--- config.mk ---
export PLATFORM = sky130hd
export DESIGN_NAME = csr_file
export DESIGN_NICKNAME = d
export VERILOG_FILES = /design/src/rtl/csr_file.sv
export SDC_FILE = /design/constraint.sdc
export NUM_CORES = 1
export LEC_CHECK = 0
export BUFFER_PORTS_ARGS = -buffer_cell sky130_fd_sc_hd__buf_4
export CAP_MARGIN = 20
export CORE_UTILIZATION = 30
export CTS_CLUSTER_DIAMETER = 60
export CTS_CLUSTER_SIZE = 40
export DETAILED_ROUTE_END_ITERATION = 7
export GPL_TIMING_DRIVEN = 1
export HOLD_SLACK_MARGIN = 0.02
export PLACE_DENSITY = 0.53
export SLEW_MARGIN = 20
export SYNTH_ARGS = -nofsm -noshare
export SYNTH_HDL_FRONTEND = slang
export SYNTH_SLANG_ARGS = --single-unit
--- constraint.sdc ---
create_clock -name CLK -period 3.3 [get_ports CLK]
set_input_delay 0.33 -clock CLK [delete_from_list [all_inputs] [get_ports CLK]]
set_output_delay 0.33 -clock CLK [all_outputs]
set_load 0.01 [all_outputs]
--- src/rtl/csr_file.sv ---
// Machine-mode CSR unit: executes CSRRW/CSRRS/CSRRC with a one-cycle writeback,
// applies commit-driven trap entry and MRET, and maintains counters and interrupt state.
module csr_file #(
    parameter int XLEN   = 64,
    parameter int RB     = 6,
    parameter int CMT_W  = 2,
    parameter int HARTID = 0
) (
    input  logic                       CLK,
    input  logic                       RST,
    input  logic                       flush,
    input  logic                       csr_exeparam_valid,
    input  logic [2:0]                 csr_fun,
    input  logic [5+RB-1:0]            csr_rd0,
    input  logic [XLEN-1:0]            csr_op,
    input  logic [11:0]                csr_addr,
    output logic                       csr_writeback_valid,
    output logic [XLEN-1:0]            csr_res_qout,
    output logic [5+RB-1:0]            csr_rd0_qout,
    output logic                       csr_illegal_qout,
    input  logic                       trap_valid,
    input  logic                       trap_is_int,
    input  logic [3:0]                 trap_cause,
    input  logic [XLEN-1:0]            trap_pc,
    input  logic [XLEN-1:0]            trap_tval,
    input  logic                       mret_valid,
    input  logic [$clog2(CMT_W+1)-1:0] retire_cnt,
    input  logic                       irq_ext,
    input  logic                       irq_tmr,
    input  logic                       irq_sft,
    output logic                       int_req,
    output logic [XLEN-1:0]            trap_target,
    output logic [XLEN-1:0]            mepc_qout
);

    localparam logic [11:0] A_MVENDORID = 12'hF11;
    localparam logic [11:0] A_MARCHID   = 12'hF12;
    localparam logic [11:0] A_MIMPID    = 12'hF13;
    localparam logic [11:0] A_MHARTID   = 12'hF14;
    localparam logic [11:0] A_MSTATUS   = 12'h300;
    localparam logic [11:0] A_MISA      = 12'h301;
    localparam logic [11:0] A_MIE       = 12'h304;
    localparam logic [11:0] A_MTVEC     = 12'h305;
    localparam logic [11:0] A_MSCRATCH  = 12'h340;
    localparam logic [11:0] A_MEPC      = 12'h341;
    localparam logic [11:0] A_MCAUSE    = 12'h342;
    localparam logic [11:0] A_MTVAL     = 12'h343;
    localparam logic [11:0] A_MIP       = 12'h344;
    localparam logic [11:0] A_MCYCLE    = 12'hB00;
    localparam logic [11:0] A_MINSTRET  = 12'hB02;

    localparam logic [XLEN-1:0] MISA_VAL   = {(XLEN == 32) ? 2'b01 : 2'b10, {(XLEN-11){1'b0}}, 9'h100};
    localparam logic [XLEN-1:0] MPP_BITS   = XLEN'(16'h1800);
    localparam logic [XLEN-1:0] MIE_MASK   = XLEN'(16'h0888);
    localparam logic [XLEN-1:0] MTVEC_MASK = ~XLEN'(2);
    localparam logic [XLEN-1:0] MEPC_MASK  = ~XLEN'(3);

    logic            mstatus_mie;
    logic            mstatus_mpie;
    logic [XLEN-1:0] mie_q;
    logic [XLEN-1:0] mtvec_q;
    logic [XLEN-1:0] mepc_q;
    logic [XLEN-1:0] mcause_q;
    logic [XLEN-1:0] mtval_q;
    logic [XLEN-1:0] mscratch_q;
    logic [XLEN-1:0] mcycle_q;
    logic [XLEN-1:0] minstret_q;

    logic [XLEN-1:0] mip_v;
    logic [XLEN-1:0] mstatus_v;
    logic [XLEN-1:0] rd_val;
    logic            implemented;
    logic            read_only;

    assign mip_v     = XLEN'({irq_ext, 3'b000, irq_tmr, 3'b000, irq_sft, 3'b000});
    assign mstatus_v = MPP_BITS | (XLEN'(mstatus_mie) << 3) | (XLEN'(mstatus_mpie) << 7);

    // NOTE: every signal gets a default before the case so no path leaves it unassigned (no latch).
    always_comb begin
        rd_val      = '0;
        implemented = 1'b1;
        read_only   = 1'b0;
        case (csr_addr)
            A_MVENDORID, A_MARCHID, A_MIMPID: read_only = 1'b1;
            A_MHARTID: begin
                read_only = 1'b1;
                rd_val    = XLEN'(HARTID);
            end
            A_MSTATUS:  rd_val = mstatus_v;
            A_MISA: begin
                read_only = 1'b1;
                rd_val    = MISA_VAL;
            end
            A_MIE:      rd_val = mie_q;
            A_MTVEC:    rd_val = mtvec_q;
            A_MSCRATCH: rd_val = mscratch_q;
            A_MEPC:     rd_val = mepc_q;
            A_MCAUSE:   rd_val = mcause_q;
            A_MTVAL:    rd_val = mtval_q;
            A_MIP: begin
                read_only = 1'b1;
                rd_val    = mip_v;
            end
            A_MCYCLE:   rd_val = mcycle_q;
            A_MINSTRET: rd_val = minstret_q;
            default:    implemented = 1'b0;
        endcase
    end

    logic            is_rw;
    logic            is_rs;
    logic            wants_write;
    logic            illegal;
    logic            wr_fire;
    logic [XLEN-1:0] wr_data;
    logic [XLEN-1:0] res_next;

    assign is_rw       = csr_fun[2];
    assign is_rs       = csr_fun[1];
    assign wants_write = is_rw | ((csr_fun[1] | csr_fun[0]) & (|csr_op));
    assign illegal     = ~implemented | (read_only & wants_write);
    assign wr_data     = is_rw ? csr_op : (is_rs ? (rd_val | csr_op) : (rd_val & ~csr_op));
    assign wr_fire     = csr_exeparam_valid & ~flush & ~illegal & wants_write;
    assign res_next    = (illegal || (is_rw && csr_rd0 == '0)) ? '0 : rd_val;

    // Writes to fields that a same-cycle trap or MRET also updates are dropped.
    logic we_mstatus, we_mie, we_mtvec, we_mscratch, we_mepc, we_mcause, we_mtval;
    logic we_mcycle, we_minstret;

    assign we_mstatus  = wr_fire & (csr_addr == A_MSTATUS) & ~trap_valid & ~mret_valid;
    assign we_mie      = wr_fire & (csr_addr == A_MIE);
    assign we_mtvec    = wr_fire & (csr_addr == A_MTVEC);
    assign we_mscratch = wr_fire & (csr_addr == A_MSCRATCH);
    assign we_mepc     = wr_fire & (csr_addr == A_MEPC) & ~trap_valid;
    assign we_mcause   = wr_fire & (csr_addr == A_MCAUSE) & ~trap_valid;
    assign we_mtval    = wr_fire & (csr_addr == A_MTVAL) & ~trap_valid;
    assign we_mcycle   = wr_fire & (csr_addr == A_MCYCLE);
    assign we_minstret = wr_fire & (csr_addr == A_MINSTRET);

    // NOTE: state registers use non-blocking assignments so every read in this edge sees the old value.
    always_ff @(posedge CLK) begin
        if (RST) begin
            mstatus_mie  <= 1'b0;
            mstatus_mpie <= 1'b0;
            mie_q        <= '0;
            mtvec_q      <= '0;
            mepc_q       <= '0;
            mcause_q     <= '0;
            mtval_q      <= '0;
            mscratch_q   <= '0;
            mcycle_q     <= '0;
            minstret_q   <= '0;
        end else begin
            if (trap_valid) begin
                mepc_q       <= trap_pc & MEPC_MASK;
                mcause_q     <= {trap_is_int, {(XLEN-5){1'b0}}, trap_cause};
                mtval_q      <= trap_tval;
                mstatus_mpie <= mstatus_mie;
                mstatus_mie  <= 1'b0;
            end else if (mret_valid) begin
                mstatus_mie  <= mstatus_mpie;
                mstatus_mpie <= 1'b1;
            end

            if (we_mstatus) begin
                mstatus_mie  <= wr_data[3];
                mstatus_mpie <= wr_data[7];
            end
            if (we_mie)      mie_q      <= wr_data & MIE_MASK;
            if (we_mtvec)    mtvec_q    <= wr_data & MTVEC_MASK;
            if (we_mscratch) mscratch_q <= wr_data;
            if (we_mepc)     mepc_q     <= wr_data & MEPC_MASK;
            if (we_mcause)   mcause_q   <= wr_data;
            if (we_mtval)    mtval_q    <= wr_data;

            mcycle_q   <= we_mcycle   ? wr_data : mcycle_q + XLEN'(1);
            minstret_q <= we_minstret ? wr_data : minstret_q + XLEN'(retire_cnt);
        end
    end

    // Flush kills both the instruction issuing now and the result currently on the outputs.
    always_ff @(posedge CLK) begin
        if (RST || flush) begin
            csr_writeback_valid <= 1'b0;
            csr_res_qout        <= '0;
            csr_rd0_qout        <= '0;
            csr_illegal_qout    <= 1'b0;
        end else begin
            csr_writeback_valid <= csr_exeparam_valid;
            csr_res_qout        <= csr_exeparam_valid ? res_next : '0;
            csr_rd0_qout        <= csr_exeparam_valid ? csr_rd0 : '0;
            csr_illegal_qout    <= csr_exeparam_valid & illegal;
        end
    end

    logic [XLEN-1:0] tvec_base;

    assign tvec_base   = {mtvec_q[XLEN-1:2], 2'b00};
    assign trap_target = (mtvec_q[0] && trap_is_int) ? tvec_base + (XLEN'(trap_cause) << 2) : tvec_base;
    assign mepc_qout   = mepc_q;
    assign int_req     = mstatus_mie & (|(mip_v & mie_q));

endmodule

# Word level (Yosys, flattened, before mapping)
# Cells that the tools add are included.
# classes
addsub	3
eq_ne	15
n_mux	20
bitwise	35
reduce_logical	15
# op_table
cell	count
$mux 64	11
$pmux 64 s11	1
$reduce_or 64->1	2
$eq 12x10->1 const B	9
$eq 12x12->1 const B	6
$add 64x1->64 const B	1
$add 64x2->64	1
$add 64x6->64	1
$and 64x64->64	1
$not 64->64	1
$or 64x64->64	1
$and 1x1->1	21
$reduce_or 15->1	1
$or 13x8->13	1
$and 12x12->12	1
$logic_not 11->1	1
$mux 1	8
$not 1->1	6
$reduce_bool 2->1	3
$reduce_or 6->1	1
$or 1x1->1	3
$reduce_bool 3->1	1
$reduce_or 3->1	1
$logic_and 1x1->1	2
2 further kinds	3
# word_totals
reg_bits	527
inputBits	234
output_inout_bits	206
word_cells	102

# Longest topological paths before layout
# logic_depth
word_depth	12
depth_mapped	11

# Worst setup path before layout
# OpenSTA, ideal clock, no wires.
# synth_timing
path_type	flip-flop to output port
startpoint	register mtvec_q[2]
endpoint	output port trap_target[60]
arrival_ns	2.557
t_required_ns	2.970
path_slack_ns	0.413
stages_incl_launch_ff	10
n_path_buf	0
path_cell_list	dfxtp_1 > ha_1 > inv_1 > fa_1 > nor2b_1 > o21ai_0 > a211oi_2 > nand4_1 > or3_1 > xnor2_1
# synth_between
elab_chain_cells	2
# synth_lines
element	line	rtl
start: declaration	61	logic [XLEN-1:0] mtvec_q;
start signal: assignment	170	if (we_mtvec) mtvec_q <= wr_data & MTVEC_MASK;
$add 64x6->64	199	assign trap_target = (mtvec_q[0] && trap_is_int) ? tvec_base + (XLEN'(trap_cause) << 2) : tvec_base;
$mux 64	199	
end: declaration	32	output logic [XLEN-1:0] trap_target,
# Every way passes these cells.

# Final worst setup path
# layout_timing
startpoint	register mtvec_q[6]
endpoint	output port trap_target[60]
# Same word-level chain as after synthesis.

==> out/summary.txt <==
LOGIC SYNTHESIS
------------------------------------------------------------------------------------------
Largest family of logic cells by synthesized area ........................... compound AO/OA/AOI/OAI gates
Adder and majority gate portion of the synthesized area .....................      0.00428
Async S/R FF share, synth ...................................................            0
Fraction of synthesized cell area taken by the top area cell type ...........        0.354
Average footprint of a synthesized cell .....................................    8.17 um^2
Multiplexer area fraction after synthesis ...................................       0.0484
Yosys Warn Count ............................................................            0
Synth unique cells ..........................................................           82
Most frequent cell after synthesis ..........................................      dfxtp_1
Flops & latches, synth ......................................................          527
Synthesized-area fraction occupied by xor and xnor cells ....................       0.0509
Dominant register cell in the synthesized netlist ...........................      dfxtp_1
Area share of and/or/nand/nor cells after synthesis .........................        0.237
Compound-gate portion of the synthesized area ...............................        0.239
Synthesized netlist cell count ..............................................         3646
Cell area after technology mapping ..........................................   29800 um^2
Sequential-to-total area share from yosys stat ..............................        0.354
Count of flip-flops with a built-in enable after synthesis ..................            0
Cell type with the largest total area after synthesis .......................      dfxtp_1
Main area contributors after synthesis ...................................... dfxtp_1 35%, a211oi_1 7.3%, nand2_1 4.0%
Synth cell count leaders .................................................... 527 x dfxtp_1, 318 x nand2_1, 289 x a211oi_1, 254 x clkbuf_1, 182 x nor2_1

PLACEMENT
------------------------------------------------------------------------------------------
Routability Congestion ......................................................        0.954
Placed instance count .......................................................         5311
Instance area at placement ..................................................   36200 um^2
Total of buffers placed on input and output ports ...........................          433
Detailed Place HPWL .........................................................    109000 um

CTS
------------------------------------------------------------------------------------------
Clock tree from TritonCTS ...................................................         done
Clock buffers created by TritonCTS ..........................................           66
Max Root-Sink Buffers .......................................................            3
CTS H-Tree Depth ............................................................            3
Insertion delay of the later-clocked pin in the worst-skew pair .............       650 ps
Clock edge transition at the registers on the reported setup and hold paths .        80 ps
Num Clock Sinks .............................................................          527
Root buffer selected by CTS .................................................    clkbuf_16

FINISH
------------------------------------------------------------------------------------------
Area of the multi-input gates ...............................................   17900 um^2
Count of nets after finishing ...............................................         4431
Number of fill cells ........................................................        10100
Final non-filler cell total .................................................         5527
Final instance area .........................................................   40000 um^2
Area growth from synthesis to layout ........................................        34.4%
Share of post-route cells with drive strength above 1 .......................        0.249
Sequential cell area ........................................................   10600 um^2

PWR
------------------------------------------------------------------------------------------
Worst supply voltage drop on vdd ............................................   0.000292 V
Power density of the placed cells ...........................................  405 nW/um^2
Leakage .....................................................................      14.7 nW
Total design power ..........................................................      16.2 mW

DETAILED ROUTING
------------------------------------------------------------------------------------------
Drt initial violations ......................................................         3485
Metal3 WL ...................................................................     14900 um
Iteration count of the initial detailed-routing pass ........................            6
Top Metal Used ..............................................................         met5
Detailed-route DRC error count ..............................................            0
Routed WL ...................................................................    153000 um
Wl on met1 ..................................................................     64400 um
Wire per inst ...............................................................      27.7 um
Met2 layer wire length in the routed design .................................     67600 um
ANT nets after route ........................................................            0
Vias per std cell ...........................................................         5.98
Vias ........................................................................        33000

CRITICAL PATH
------------------------------------------------------------------------------------------
Worst-path fanout max .......................................................            5
Critical path startpoint category ...........................................     register
Slowest cell delay on critical path .........................................       440 ps
Slowest cell on the critical path ...........................................      dfxtp_1
Data required time of the worst path ........................................      2970 ps
Arrival time at the worst endpoint ..........................................      3130 ps
Cell Chain, Critical Path ................................................... and4_1 -> nand4_1 -> a211oi_2 -> buf_4 -> nand4_1 -> buf_6 -> or3_4 -> xnor2_4 -> buf_6
Critical path type ..........................................................   reg -> out
Kind of end point of the critical path ......................................  output port

FLOORPLANNING
------------------------------------------------------------------------------------------
Core outline area ...........................................................   98400 um^2
Vert. Die Dim ...............................................................       317 um
Starting density of the core ................................................        0.303
Count of standard-cell rows .................................................          115
Die Span X ..................................................................       317 um
I/O pin total ...............................................................          440
Die area ....................................................................  101000 um^2

GRT
------------------------------------------------------------------------------------------
First-pass GRT wire length ..................................................    218000 um
Maximum number of pins on one net before global-route repair ................          154
Global routing usage summed across all routing layers .......................        0.293
Overall overflow remaining after global route ...............................            0
Number of antenna violations at the first check in global routing ...........            5
Via count of the first global-routing pass ..................................        30800

STA
------------------------------------------------------------------------------------------
Period utilization ..........................................................         1.05
Unrepaired setup endpoints after global routing .............................         true
Setup slack of the critical path after layout ...............................      -156 ps
Fmax ........................................................................      289 MHz
Number of setup violations in the final report ..............................           23
Pin slew with the least headroom to its limit ...............................      1080 ps
Worst slew margin relative to its limit .....................................        0.272
Clock skew ..................................................................      38.7 ps
Hold Slack ..................................................................      47.7 ps
Max Transition Viols Final ..................................................            0
Final hold viol count .......................................................            0
Tmin final ..................................................................      3460 ps

STATUS
------------------------------------------------------------------------------------------
Outcome ..................................................................... finished, violations left
Violated checks ............................................................. negative setup slack

FLOW RUN
------------------------------------------------------------------------------------------
Max cap viols ...............................................................            0

HOLD PATH
------------------------------------------------------------------------------------------
Worst hold path class .......................................................    in -> reg

==> kinds of logic (layout without fill, tap and decap cells) <==
group                      count (synthesis)  count (layout)
adders and majority gates                  9               9
buffers and inverters                    473            1063
AOI/OAI and AO/OA                       1009            1009
muxes                                    138             138
DFF                                      527             527
and+or+nand+nor                         1316            1316
xor gates and xnor gates                 173             173
other                                      1               5
==> final timing paths <==
check / from / to / slack (ps) / cells after the start
worst max-delay path: mtvec_q[6] / trap_target[60] / -160 / 9
worst min-delay path: trap_pc[58] / mepc_qout[58] / 50 / 3
worst max register to register: minstret_q[0] / minstret_q[52] / 290 / 11
worst min register to register: mscratch_q[63] / mscratch_q[63] / 460 / 2
==> cell type report <==
cell class,count,share of cell area
Clock buffer,78,0.0450
Clock inverter,41,0.0131
Sequential cell,527,0.264
Multi-Input combinational cell,2649,0.447
Inverter,99,0.00928
Timing Repair Buffer,845,0.182
Antenna cell,1,0.0000625
Tap cell,1287,0.0402
==> sequential cells by signal, summed over array words and instances (netlist names) <==
signal / count
csr_res_qout: 64
mcause_q: 64
mcycle_q: 64
minstret_q: 64
mscratch_q: 64
mtval_q: 64
mtvec_q: 63
mepc_qout: 62
csr_rd0_qout: 11
mie_q: 3
csr_illegal_qout: 1
csr_writeback_valid: 1
mstatus_mie: 1
mstatus_mpie: 1
==> where the power goes <==
part	total [mW]	switching [mW]	internal, mW
combinational	1.74	1.04	0.700
sequential	6.56	0.0999	6.46
clock	7.91	3.39	4.52
==> stage by stage <==
stage	setup slack [ps]	util	TNS, ps
6_report	-156	0.407	-1170
5_1_grt	-191	0.407	-3070
4_1_cts	-175	0.404	-931
3_5_place_dp	-70.7	0.368	-138
3_3_place_gp	-68.1	0.368	-158
2_1_floorplan	413	-	0
==> placed cells by master (no fill, tap or decap), types with 23 or more instances in the layout <==
cell           instances
nand3_1              131
dlygate4sd3_1         78
o21a_1                23
mux2i_1               89
buf_4                699
nor4_1                66
buf_12                53
nor2b_1               68
a21oi_1              177
xnor2_1               71
mux2_2                49
nand2_1              315
o21ai_0               72
inv_1                 98
and2_1                25
a41oi_1               28
nand2b_1              60
nand4b_1              51
and3_1                28
and4_1                28
clkbuf_16             69
o211ai_1              28
o221ai_1             114
a22oi_1               39
a211oi_1             288
xor2_1                84
dfxtp_1              519
nor3_1               117
nand4_1              152
nor2_1               172
o21ai_1               30
a31oi_1               61
==> routing by layer <==
metal | global-route usage | vias to the layer above
li1 | - | 14800
met1 | 0.393 | 16100
met2 | 0.454 | 1815
met3 | 0.0642 | 309
met4 | 0.114 | 4
met5 | 0 | -
==> critical path: cells and delay by family (launching register included) <==
kind / cells / cell delay (ps)
AOI/OAI and AO/OA: 1 / 310
xor gates and xnor gates: 1 / 170
buffers and inverters: 3 / 460
DFF: 1 / 440
and+or+nand+nor: 4 / 1080
==> timing repair <==
action | 4_1_cts | 5_1_grt
buffers inserted | 12 | 6
pin swaps | 24 | 24
setup endpoints to repair | 48 | 32
endpoints found under the hold margin | 79 | 0
cloned | 1 | 0
resized for setup | 65 | 42
hold buffers | 78 | 0
Power figures use the tool's default switching activity.
